--- src/rtl/player_mover.sv ---
`default_nettype none
// ============================================================================
//  Module      : player_mover
//  Description : Moves a player one tile at a time on a bounded
//                MAP_WIDTH x MAP_HEIGHT grid. A request is accepted with a
//                valid/ready handshake. It is checked against the map edges
//                for one cycle (EVAL). A successful move then locks out new
//                requests for COOLDOWN cycles (WAIT).
//  Ports       : clk        - clock, all state changes on the rising edge
//                rst        - synchronous active-high reset
//                spawn      - teleport to (START_X, START_Y), abort request
//                move_valid - a move request is present
//                move_dir   - 0 = left, 1 = down, 2 = up, 3 = right
//                move_ready - registered, high exactly when IDLE
//                pos_x      - current column (registered)
//                pos_y      - current row, row 0 is the top (registered)
//                moved      - one-cycle pulse, position has just changed
//                blocked    - one-cycle pulse, request hit a map edge
//  Revision    : 1.0 - initial release
// ============================================================================
module player_mover #(
    parameter int MAP_WIDTH  = 10,
    parameter int MAP_HEIGHT = 10,
    parameter int START_X    = 0,
    parameter int START_Y    = 0,
    parameter int COOLDOWN   = 4
) (
    input  logic       clk,
    input  logic       rst,
    input  logic       spawn,
    input  logic       move_valid,
    input  logic [1:0] move_dir,
    output logic       move_ready,
    output logic [3:0] pos_x,
    output logic [3:0] pos_y,
    output logic       moved,
    output logic       blocked
);

    localparam logic [3:0] c_max_x    = 4'(MAP_WIDTH - 1);
    localparam logic [3:0] c_max_y    = 4'(MAP_HEIGHT - 1);
    localparam logic [3:0] c_start_x  = 4'(START_X);
    localparam logic [3:0] c_start_y  = 4'(START_Y);
    localparam logic [7:0] c_cooldown = 8'(COOLDOWN);

    typedef enum logic [1:0] {
        S_IDLE = 2'd0,
        S_EVAL = 2'd1,
        S_WAIT = 2'd2
    } state_t;

    state_t     r_state;
    logic [1:0] r_dir;
    logic [7:0] r_cnt;
    logic [3:0] r_pos_x;
    logic [3:0] r_pos_y;
    logic       r_ready;
    logic       r_moved;
    logic       r_blocked;

    // Bit order matches move_dir encoding: {right, up, down, left}.
    logic [3:0] w_allow;

    assign w_allow = {
        (r_pos_x != c_max_x),
        (r_pos_y != 4'd0),
        (r_pos_y != c_max_y),
        (r_pos_x != 4'd0)
    };

    always_ff @(posedge clk) begin
        if (rst) begin
            r_state   <= S_IDLE;
            r_dir     <= 2'd0;
            r_cnt     <= 8'd0;
            r_pos_x   <= c_start_x;
            r_pos_y   <= c_start_y;
            r_ready   <= 1'b1;
            r_moved   <= 1'b0;
            r_blocked <= 1'b0;
        end else begin
            // Result flags are single-cycle pulses by default.
            r_moved   <= 1'b0;
            r_blocked <= 1'b0;

            if (spawn) begin
                // Spawn wins over everything except reset and drops any
                // request in flight or offered this cycle.
                r_state <= S_IDLE;
                r_cnt   <= 8'd0;
                r_pos_x <= c_start_x;
                r_pos_y <= c_start_y;
                r_ready <= 1'b1;
            end else begin
                case (r_state)
                    S_IDLE: begin
                        if (move_valid && r_ready) begin
                            r_dir   <= move_dir;
                            r_state <= S_EVAL;
                            r_ready <= 1'b0;
                        end
                    end

                    S_EVAL: begin
                        if (w_allow[r_dir]) begin
                            case (r_dir)
                                2'd0:    r_pos_x <= r_pos_x - 4'd1;
                                2'd1:    r_pos_y <= r_pos_y + 4'd1;
                                2'd2:    r_pos_y <= r_pos_y - 4'd1;
                                default: r_pos_x <= r_pos_x + 4'd1;
                            endcase
                            r_moved <= 1'b1;
                            if (c_cooldown == 8'd0) begin
                                r_state <= S_IDLE;
                                r_ready <= 1'b1;
                            end else begin
                                r_state <= S_WAIT;
                                r_cnt   <= c_cooldown;
                            end
                        end else begin
                            // Edge hit: no lockout, straight back to IDLE.
                            r_blocked <= 1'b1;
                            r_state   <= S_IDLE;
                            r_ready   <= 1'b1;
                        end
                    end

                    S_WAIT: begin
                        // Counter holds the remaining WAIT cycles including
                        // the current one, so leave when it reaches 1.
                        if (r_cnt <= 8'd1) begin
                            r_cnt   <= 8'd0;
                            r_state <= S_IDLE;
                            r_ready <= 1'b1;
                        end else begin
                            r_cnt <= r_cnt - 8'd1;
                        end
                    end

                    default: begin
                        r_state <= S_IDLE;
                        r_ready <= 1'b1;
                        r_cnt   <= 8'd0;
                    end
                endcase
            end
        end
    end

    assign move_ready = r_ready;
    assign pos_x      = r_pos_x;
    assign pos_y      = r_pos_y;
    assign moved      = r_moved;
    assign blocked    = r_blocked;

endmodule
`default_nettype wire

--- config.mk ---
export PLATFORM = sky130hd
export DESIGN_NAME = player_mover
export DESIGN_NICKNAME = d
export VERILOG_FILES = /design/src/rtl/player_mover.sv
export SDC_FILE = /design/constraint.sdc
export NUM_CORES = 1
export LEC_CHECK = 0
export CAP_MARGIN = 40
export CORE_UTILIZATION = 49
export CTS_CLUSTER_SIZE = 20
export DETAILED_ROUTE_END_ITERATION = 12
export DONT_BUFFER_PORTS = 1
export PLACE_DENSITY_LB_ADDON = 0.2
export RECOVER_POWER = 25
export SLEW_MARGIN = 25
export SYNTH_ARGS = -nofsm -noshare
export SYNTH_HDL_FRONTEND = slang
export SYNTH_SLANG_ARGS = --single-unit
--- constraint.sdc ---
create_clock -name clk -period 2 [get_ports clk]
set_input_delay 0.4 -clock clk [delete_from_list [all_inputs] [get_ports clk]]
set_output_delay 0.4 -clock clk [all_outputs]
set_load 0.05 [all_outputs]
==> results.json <==
{
  "status": "completed",
  "wl_mm": 3.08,
  "cts_setup_buffers": 0,
  "peakVddDrop_mv": 0.228,
  "met1_usage_pct": 23.7,
  "arrival_ps": 2140,
  "die_y_um": 56.7,
  "ys_async_sr_fraction_pct": 0,
  "crit_path_max_fanout": 3,
  "track_usage_pct": 21.0,
  "grt_pass1_wl_mm": 5.28,
  "finalCritPeriodShare_pct": 94.9,
  "drt_first_pass_iters": 4,
  "synth_area_leaders": "dfxtp_1 (31%), ha_1 (9.4%), nor2_1 (4.6%)",
  "syn_to_final_growth_pct": 9.74,
  "grt_max_degree": 15,
  "hold_ws_ps": 134,
  "clock_path_buffers": 2,
  "synth_cell_type_count": 47,
  "io_buffers": 0,
  "grt_pass1_vias": 1242,
  "max_cap_viol_count": 0,
  "die_w_um": 56.7,
  "initial_core_util_pct": 52.2,
  "antenna_found_initial": 0,
  "routedWlPerCell_um": 15.0,
  "critPathCaptureType": "register",
  "timing.final.ws_setup_ps": 101,
  "critPathCapture": "pos_x[3]",
  "crit_start": "r_dir[0]",
  "final_nets": 194,
  "dieArea_mm2": 0.00321,
  "holdCritPathClass": "in -> reg",
  "cts_tree": "built",
  "synth_edf_count": 0,
  "skew_ps": 4.47,
  "relSlewSlack_pct": 57.7,
  "postCtsHoldBufs": 0,
  "use_met2_pct": 38.1,
  "drtIter0Drc": 45,
  "fmax_ghz": 0.527,
  "drive_gt1_share_pct": 20.7,
  "routed_via_density": 5.96,
  "required_ps": 2250,
  "rsz0062_at_grt": "false",
  "drcViolationCount": 0,
  "final-setup-viol-count": 0,
  "ios": 17,
  "synthFlopType": "dfxtp_1",
  "path_class": "reg -> reg",
  "worstMarginPinSlew_ps": 634,
  "yosysMostFrequentCell": "dfxtp_1",
  "ctsResizeCount": 1,
  "htree_levels": 1,
  "postRouteAntennaNets": 0,
  "clkSinkCount": 23,
  "clock_latency_ps": 310,
  "syn-num-nets": 180,
  "place.gp.congestion": 0.826,
  "synth_top_cell_by_area": "dfxtp_1",
  "vias": 1222,
  "dp_hpwl_mm": 2.47,
  "synth-seq-cells": 23,
  "power_density_mw_per_mm2": 495,
  "ff2ff_path_depth": 8,
  "syn_area_mm2": 0.00146,
  "regToRegStartpoint": "r_dir[0]",
  "rows": 19,
  "hold_viol": 0,
  "syn_avg_cell_area_um2": 9.09,
  "syn_inst": 161,
  "fin_util_pct": 57.3,
  "root_buffer": "clkbuf_4",
  "pre_cts_ws_ps": -1.29,
  "grt-ovfl-total": 0,
  "rr_endpoint": "pos_x[3]",
  "diodes": 0,
  "period_minus_slack_ps": 1900,
  "slew_viol_final": 0,
  "clk_pin_slew_ps": 130,
  "rrSetupSlack_ps": 100,
  "start_kind": "register",
  "netlist_top_cells_count": "dfxtp_1 (23), nor2_1 (18), inv_1 (14)",
  "cts-buffers-inserted": 3,
  "core_area_mm2": 0.00281,
  "globalRouteMet3Util_pct": 3.69,
  "ys_seq_area_share_pct": 31.5,
  "leakagePower_nw": 0.633,
  "ys_warn_count": 0,
  "synth_top_area_share_pct": 31.5,
  "grt.busiest_layer": "met2"
}
stage by stage:
step | std cells | total power, W | instance area [um2] | setup TNS [ps]
CTS | 205 | 0.000809 | 1610 | 0
floorplan | 161 | 0.000566 | 1460 | 0
finish | 205 | 0.000795 | 1610 | 0
detailed placement | 201 | 0.000589 | 1570 | -1.29
global route | 205 | 0.000839 | 1610 | 0
global placement | 201 | 0.000584 | 1570 | 0
flip-flops by register name, summed over array words and instances, names as in the netlist:
register / cells
r_cnt: 8
pos_x: 4
pos_y: 4
r_dir: 2
r_state: 2
blocked: 1
move_ready: 1
moved: 1
layout make-up:
class | count | area [um2]
Clock inverter | 1 | 5.00
Clock buffer | 3 | 22.5
Fill cell | 273 | 1200
Inverter | 14 | 52.6
Timing Repair Buffer | 14 | 97.6
Tap cell | 31 | 38.8
Multi-Input combinational cell | 119 | 927
Sequential cell | 23 | 463
routing by layer:
| metal | vias up | routed length (um) |
|---|---|---|
| met5 | - | 0 |
| met2 | 22 | 1610 |
| met3 | 4 | 98 |
| met1 | 582 | 1340 |
| met4 | 0 | 32 |
| li1 | 614 | - |
power breakdown:
part	total, W	internal (W)	leakage [nW]	switching [W]
clock network	0.000215	0.0000746	0.0177	0.000140
registers	0.000470	0.000464	0.187	0.00000611
logic	0.000110	0.0000431	0.428	0.0000668
total	0.000795	0.000582	0.633	0.000213
worst min path at each step:
stage              from  endpoint  slack, ps  depth (start not counted)
2_1_floorplan  r_cnt[3]  r_cnt[3]        430                          1
3_3_place_gp   r_cnt[3]  r_cnt[3]        440                          1
3_5_place_dp   r_cnt[3]  r_cnt[3]        450                          1
4_1_cts             rst  r_dir[0]        130                          1
5_1_grt             rst  r_dir[0]        100                          1
6_report            rst  r_dir[0]        130                          1
layout by cell type, fill, tap and decap left out, drive strengths merged, types with 6 or more instances in the layout:
master / count
xnor2: 6
inv: 14
ha: 11
nand2: 13
nand3: 8
dfxtp: 23
a21oi: 8
nor2: 18
buf: 12
critical path: stages, from the launching register on:
cell	delay, ps
dfxtp_2	350
inv_1	50
ha_1	230
ha_1	270
a21o_1	190
a21oi_2	180
xnor2_2	90
or3_1	340
a21oi_1	140
logic make-up (layout without fill, tap and decap cells):
logic type      Yosys count  in the layout  share of synthesized area (%)
xor+xnor                  6              6                           4.10
compound gates           39             39                           20.3
flops                    23             23                           31.5
mux                       4              4                           2.82
buf+inv                  19             32                           5.90
fa+ha+maj                13             13                           12.1
simple gates             57             57                           23.2
Power figures use the tool's default switching activity.
